===== src/rtl/bitstream_loader_pkg.sv =====
// Shared types and constants for the serial configuration-chain loader.
// Optional readback is enabled with the BITSTREAM_LOADER_READBACK_EN macro.
package bitstream_loader_pkg;

    // Loader control states
    typedef enum logic [2:0] {
        IDLE  = 3'd0,
        LOAD  = 3'd1,
        SETUP = 3'd2,
        PULSE = 3'd3,
        FALL  = 3'd4,
        DONE  = 3'd5
    } state_t;

    // clk cycles spent on each chain bit: SETUP, PULSE, FALL
    localparam int unsigned PHASES_PER_BIT = 3;

    // Number of words needed to fill a chain
    function automatic int unsigned words_per_load(input int unsigned chain_len,
                                                   input int unsigned word_w);
        return (chain_len + word_w - 1) / word_w;
    endfunction

    // clk cycles from LOAD entry to DONE with no input stalls
    function automatic int unsigned load_cycles(input int unsigned chain_len,
                                                input int unsigned word_w);
        return words_per_load(chain_len, word_w) + PHASES_PER_BIT * chain_len;
    endfunction

endpackage


===== src/rtl/bitstream_loader_serializer.sv =====
// Word register, bit counters and optional readback shifter for the loader.
// Readback logic exists only when BITSTREAM_LOADER_READBACK_EN is defined.
module loader_serializer
    import bitstream_loader_pkg::*;
#(
    parameter int unsigned CHAIN_LEN = 24,
    parameter int unsigned WORD_W    = 8
) (
    input  logic              i_clk,
    input  logic              i_rst,
    input  logic              i_start,
    input  logic              i_load,
    input  logic [WORD_W-1:0] i_data,
    input  logic              i_advance,
    input  logic              i_capture,
    input  logic              i_prog_out,
    output logic              o_next_bit_c,
    output logic              o_word_last_c,
    output logic              o_chain_last_c,
    output logic [WORD_W-1:0] o_rb_data,
    output logic              o_rb_valid
);

    localparam int unsigned CNT_W = $clog2(CHAIN_LEN + 1);
    localparam int unsigned POS_W = $clog2(WORD_W + 1);

    logic [WORD_W-1:0] r_word;
    logic [CNT_W-1:0]  r_chain_idx;
    logic [POS_W-1:0]  r_word_pos;

    // Bit 0 goes straight from the bus; later bits come from the remaining-bits register
    assign o_next_bit_c   = i_load ? i_data[0] : r_word[0];
    assign o_word_last_c  = (r_word_pos == POS_W'(WORD_W - 1));
    assign o_chain_last_c = (r_chain_idx == CNT_W'(CHAIN_LEN - 1));

    // Remaining word bits and position counters
    always_ff @(posedge i_clk or posedge i_rst) begin
        if (i_rst) begin
            r_word      <= '0;
            r_chain_idx <= '0;
            r_word_pos  <= '0;
        end else begin
            if (i_start) begin
                r_chain_idx <= '0;
            end else if (i_advance) begin
                r_chain_idx <= r_chain_idx + CNT_W'(1);
            end
            if (i_load) begin
                r_word     <= i_data >> 1;
                r_word_pos <= '0;
            end else if (i_advance) begin
                r_word     <= r_word >> 1;
                r_word_pos <= r_word_pos + POS_W'(1);
            end
        end
    end

`ifdef BITSTREAM_LOADER_READBACK_EN
    logic [WORD_W-1:0] r_rb_shift;
    logic [WORD_W-1:0] r_rb_data;
    logic              r_rb_valid;
    logic [WORD_W-1:0] w_rb_base;
    logic [WORD_W-1:0] w_rb_next;

    // A new readback word starts clean so a partial final word has zero upper bits
    always_comb begin
        w_rb_base = (r_word_pos == '0) ? '0 : r_rb_shift;
        w_rb_next = w_rb_base | (WORD_W'(i_prog_out) << r_word_pos);
    end

    // Capture chain tail before each shift and publish full or final words
    always_ff @(posedge i_clk or posedge i_rst) begin
        if (i_rst) begin
            r_rb_shift <= '0;
            r_rb_data  <= '0;
            r_rb_valid <= 1'b0;
        end else begin
            r_rb_valid <= 1'b0;
            if (i_capture) begin
                r_rb_shift <= w_rb_next;
                if (o_word_last_c || o_chain_last_c) begin
                    r_rb_data  <= w_rb_next;
                    r_rb_valid <= 1'b1;
                end
            end
        end
    end

    assign o_rb_data  = r_rb_data;
    assign o_rb_valid = r_rb_valid;
`else
    logic w_unused_rb;

    assign w_unused_rb = i_capture ^ i_prog_out;
    assign o_rb_data   = '0;
    assign o_rb_valid  = 1'b0;
`endif

endmodule


===== src/rtl/bitstream_loader.sv =====
// Serial configuration-chain loader: streams words LSB first into a chain
// using a registered shift clock. Readback: define BITSTREAM_LOADER_READBACK_EN.
module bitstream_loader
    import bitstream_loader_pkg::*;
#(
    parameter int unsigned CHAIN_LEN = 24,
    parameter int unsigned WORD_W    = 8
) (
    input  logic              clk,
    input  logic              rst,
    input  logic              start,
    output logic              busy,
    output logic              done,
    input  logic [WORD_W-1:0] s_data,
    input  logic              s_valid,
    output logic              s_ready,
    output logic              prog_in,
    output logic              prog_clk,
    output logic              prog_en,
    input  logic              prog_out,
    output logic [WORD_W-1:0] rb_data,
    output logic              rb_valid
);

    state_t r_state;
    state_t w_state_next;

    logic r_busy, r_done, r_s_ready, r_prog_in, r_prog_clk, r_prog_en;
    logic w_busy_next, w_done_next, w_s_ready_next, w_prog_in_next;
    logic w_prog_clk_next, w_prog_en_next;
    logic w_xfer, w_next_bit_c, w_word_last_c, w_chain_last_c;

    assign w_xfer = r_s_ready && s_valid;

    loader_serializer #(
        .CHAIN_LEN (CHAIN_LEN),
        .WORD_W    (WORD_W)
    ) u_serializer (
        .i_clk          (clk),
        .i_rst          (rst),
        .i_start        ((r_state == IDLE) && start),
        .i_load         (w_xfer),
        .i_data         (s_data),
        .i_advance      (r_state == FALL),
        .i_capture      (r_state == SETUP),
        .i_prog_out     (prog_out),
        .o_next_bit_c   (w_next_bit_c),
        .o_word_last_c  (w_word_last_c),
        .o_chain_last_c (w_chain_last_c),
        .o_rb_data      (rb_data),
        .o_rb_valid     (rb_valid)
    );

    // State and registered outputs
    always_ff @(posedge clk or posedge rst) begin
        if (rst) begin
            r_state    <= IDLE;
            r_busy     <= 1'b0;
            r_done     <= 1'b0;
            r_s_ready  <= 1'b0;
            r_prog_in  <= 1'b0;
            r_prog_clk <= 1'b0;
            r_prog_en  <= 1'b0;
        end else begin
            r_state    <= w_state_next;
            r_busy     <= w_busy_next;
            r_done     <= w_done_next;
            r_s_ready  <= w_s_ready_next;
            r_prog_in  <= w_prog_in_next;
            r_prog_clk <= w_prog_clk_next;
            r_prog_en  <= w_prog_en_next;
        end
    end

    // Next state; outputs decoded from the next state so they line up with it
    always_comb begin
        w_state_next   = r_state;
        w_prog_in_next = r_prog_in;
        case (r_state)
            IDLE:  if (start) w_state_next = LOAD;
            LOAD: begin
                if (w_xfer) begin
                    w_state_next   = SETUP;
                    w_prog_in_next = w_next_bit_c;
                end
            end
            SETUP: w_state_next = PULSE;
            PULSE: w_state_next = FALL;
            FALL: begin
                if (w_chain_last_c) begin
                    w_state_next = DONE;
                end else if (w_word_last_c) begin
                    w_state_next = LOAD;
                end else begin
                    w_state_next   = SETUP;
                    w_prog_in_next = w_next_bit_c;
                end
            end
            DONE:    w_state_next = IDLE;
            default: w_state_next = IDLE;
        endcase
        w_busy_next     = (w_state_next == LOAD) || (w_state_next == SETUP) ||
                          (w_state_next == PULSE) || (w_state_next == FALL);
        w_prog_en_next  = w_busy_next;
        w_s_ready_next  = (w_state_next == LOAD);
        w_prog_clk_next = (w_state_next == PULSE);
        w_done_next     = (w_state_next == DONE);
    end

    assign busy     = r_busy;
    assign done     = r_done;
    assign s_ready  = r_s_ready;
    assign prog_in  = r_prog_in;
    assign prog_clk = r_prog_clk;
    assign prog_en  = r_prog_en;

endmodule


===== config.mk =====
export PLATFORM = sky130hd
export DESIGN_NAME = bitstream_loader
export DESIGN_NICKNAME = d
export VERILOG_FILES = /design/src/rtl/bitstream_loader_pkg.sv /design/src/rtl/bitstream_loader_serializer.sv /design/src/rtl/bitstream_loader.sv
export SDC_FILE = /design/constraint.sdc
export NUM_CORES = 1
export LEC_CHECK = 0
export ABC_AREA = 1
export CORE_MARGIN = 4
export CORE_UTILIZATION = 53
export DETAILED_ROUTE_END_ITERATION = 7
export GPL_ROUTABILITY_DRIVEN = 1
export MAX_ROUTING_LAYER = met4
export PLACE_DENSITY_LB_ADDON = 0.08
export SYNTH_ARGS = -nofsm -noshare
export SYNTH_HDL_FRONTEND = slang
export SYNTH_SLANG_ARGS = --single-unit

===== constraint.sdc =====
create_clock -name clk -period 3.22 [get_ports clk]
set_input_delay 0.483 -clock clk [delete_from_list [all_inputs] [get_ports clk]]
set_output_delay 0.483 -clock clk [all_outputs]
set_load 0.02 [all_outputs]

==> results.md <==
- Run status: complete, no violations
- Critical Path Max Stage Delay: between 600 and 700 ps
- Aggregate negative setup slack: 0 ps
- Netlist area before placement: 1230 µm²
- Layout overhead on the synthesized area: 14.9%
- Height of the die: 56.2 µm
- Global router's overall resource usage: 0.158
- Power density over cell area: roughly 700 nW/µm²
- DRC violation count after routing: 0
- Leak: 0.739 nW
- Maximum count of clock buffers along a single path: 2
- Largest net degree at the start of global routing: 25
- Vias in the first global route: 917
- Die Wd: 56.2 µm
- Clock tree from TritonCTS: done
- Total internal power: approximately 0.00060 W
- Fraction of power spent switching nets: 0.392
- Mapped Avg Cell Area: 8.65 µm²
- Total via count after detailed routing: 945
- Avg Vias per Cell: between 5 and 6
- Final setup violating endpoints: 0
- Largest delay contributor family on the critical path: buffers and inverters
- Multiplexer area fraction after synthesis: 0
- Arrival time worst endpoint: around 1300 ps
- Final Wtd Congestion: around 0.77
- Highest-count cells in the layout ignoring fill and taps: 25 x inv_1, 24 x nand2_1, 24 x dfrtp_1, 17 x clkdlybuf4s50_1, 11 x nor2_1
- Core Footprint: ~2200 µm²
- Relative slew margins: 0.384
- Fillcell total: around 210
- Synthesized flop and latch total: 24
- Total Wirelength: approximately 2.2 mm
- Startpoint-to-endpoint class of the critical path: flip-flop to output port
- Synth Area in Compound Gates: 0.110
- Share of the cycle needed by the critical path after routing: 0.556
- Count of mapped cells out of synthesis: roughly 140
- Largest fanout on the critical path: 2
- Worst setup EP type: output port
- Switching power total: about 0.00039 W
- CTS Buf Count: 3
- Final routed wire length divided by cell count: 11.7 µm
- Count of antenna-violating nets left after detailed routing: 0
- Wire length of the first global-routing pass: 3.84 mm
- Most common library cell in the layout ignoring fill and taps: inv_1
- Total I/O pin count: 28
- Number of core rows: 17
- Buffer and inverter count on the worst path: 1
- Dominant combinational cell family by area after synthesis: simple AND/OR/NAND/NOR gates
- Clk sink count: 24
- Synth top area cells: dfrtp_1 49%, inv_1 7.6%, nand2_1 7.3%
- Initial DRC count: 9
- Number of violations of the max-capacitance limit: 0
- Logic pwr share: 0.416
- Post-DP HPWL: 1.65 mm
- Class of the worst hold path: flip-flop to flip-flop
- CP Launch Type: flip-flop
- Initial standard-cell utilization of the core: 0.555
- Number of nets in the final layout: between 150 and 200
- Sequential fraction of design power: 0.446
- Share of cells above drive strength 1: 0.0938
- Length of the first detailed-routing pass in iterations: 4
- Part of the Yosys area used for sequential elements: 0.489
- Upper clock frequency limit: 558 MHz
- Port Buffers: 17
- Critical path cell sequence: clkdlybuf4s50_1
- Number of hold buffers added after cts: 0
- Insertion delay to the later sink of the worst-skew pair: ~320 ps
- Measured slew at the worst slew-check pin: roughly 920 ps
- Unrepaired setup endpoints after global routing: no
- Post-CTS setup repair buffer count: 0
- Synthesized-area fraction occupied by xor and xnor cells: 0
- Synth area leader: dfrtp_1
- H-tree lvl count: 1
- Leftover overflow at the end of global routing: 0
- Slowest-stage cell, CP: clkdlybuf4s50_1
- Clock power share: 0.137
- Share of synthesized cell area in full adder, half adder and majority cells: 0.0204
- Full die area: around 3200 µm²
- Post-synthesis share of cell area spent on and, or, nand and nor gates: 0.230
- Warning count from the yosys run: 0
- CTS-repair resized insts: 0
- Top cell type's share of synthesized area: 0.489
- Worst Path Required: between 2000 and 3000 ps
- Largest clock skew in the final design: 1.98 ps
- Initial antenna violation count: 0
- Number of hold violations in the final report: 0
- CTS clk-pin slew, worst paths: 130 ps
- Distinct cell type count of the synthesized netlist: 24
- Peak VDD IR: between 0.3 and 0.4 mV
- Final Max Slew Viols: 0
- Antenna Diode Count: 0
- Total power of the final layout: 0.000988 W
- Clock root cell: clkbuf_4
- Minimum clock period: approximately 1800 ps
-- final cells by class --
class	count	area (µm²)	share of cell area
Clock buffer	3	22.5	0.0160
Inverter	27	106	0.0754
Multi-Input combinational cell	89	477	0.338
Sequential cell	24	601	0.426
Tap cell	28	35.0	0.0248
Timing Repair Buffer	17	170	0.121
-- flip-flops by register name (all words and copies together), names as in the netlist --
| register | count |
|---|---|
| u_serializer.r_word | 7 |
| u_serializer.r_chain_idx | 5 |
| u_serializer.r_word_pos | 4 |
| r_state | 3 |
| done | 1 |
| prog_clk | 1 |
| prog_en | 1 |
| prog_in | 1 |
| s_ready | 1 |
-- through the flow --
step	cells	hold WS [ps]	worst slack (ps)	util	instance area, µm²
2_1_floorplan	150	483	1970	-	1260
6_report	188	510	1430	0.638	1410
5_1_grt	188	547	1370	0.638	1410
4_1_cts	188	509	1420	0.638	1410
3_3_place_gp	185	471	1430	0.628	1390
3_5_place_dp	185	478	1410	0.628	1390
-- routing by layer --
metal / track usage / wire length (µm)
met4: 0.0847 / 51
met2: 0.270 / 1100
met1: 0.177 / 960
met5: - / 0
met3: 0.0209 / 89
-- power groups by stage --
stage	Clock, W	Combinational, W	Sequential (W)
floorplan	0	0.000285	0.000465
global placement	0	0.000403	0.000444
detailed placement	0	0.000414	0.000448
CTS	0.000138	0.000417	0.000441
global route	0.000153	0.000464	0.000453
finish	0.000136	0.000412	0.000441
-- cells by family after synthesis --
| group | Yosys count |
|---|---|
| simple gates | 57 |
| fa+ha+maj | 2 |
| compound gates | 21 |
| buf+inv | 37 |
| other cells | 1 |
| flops | 24 |
-- path summary, 6_finish.rpt --
kind,from,endpoint,slack [ps],cells past startpoint
max in group asynchronous,rst,u_serializer.r_chain_idx[2]$_DFFE_PP0P_,2010,2
hold reg to reg,prog_in$_DFFE_PP0P_,prog_in$_DFFE_PP0P_,510,2
setup reg to reg,u_serializer.r_chain_idx[0]$_DFFE_PP0P_,s_ready$_DFF_PP0_,1810,9
min in group asynchronous,rst,u_serializer.r_word[1]$_DFFE_PP0P_,650,2
hold / removal,prog_in$_DFFE_PP0P_,prog_in$_DFFE_PP0P_,510,2
setup / recovery,s_ready$_DFF_PP0_,s_ready,1430,1
-- cells in the mapped netlist --
cell type and n:
inv_1 25, dfrtp_1 24, nand2_1 24, nor2_1 11, buf_4 10, o21ai_0 10, nand3_1 8, o221ai_1 6
nand2_2 4, a21oi_1 3, ha_1 2, nand2_4 2, nand4_1 2, a22o_2 1, clkinv_1 1, conb_1 1
inv_6 1, nand3_2 1, nand3b_1 1, nor2_2 1, nor2_4 1, nor3_2 1, nor4_1 1, o31ai_1 1
(Power assumes the default switching activity.)
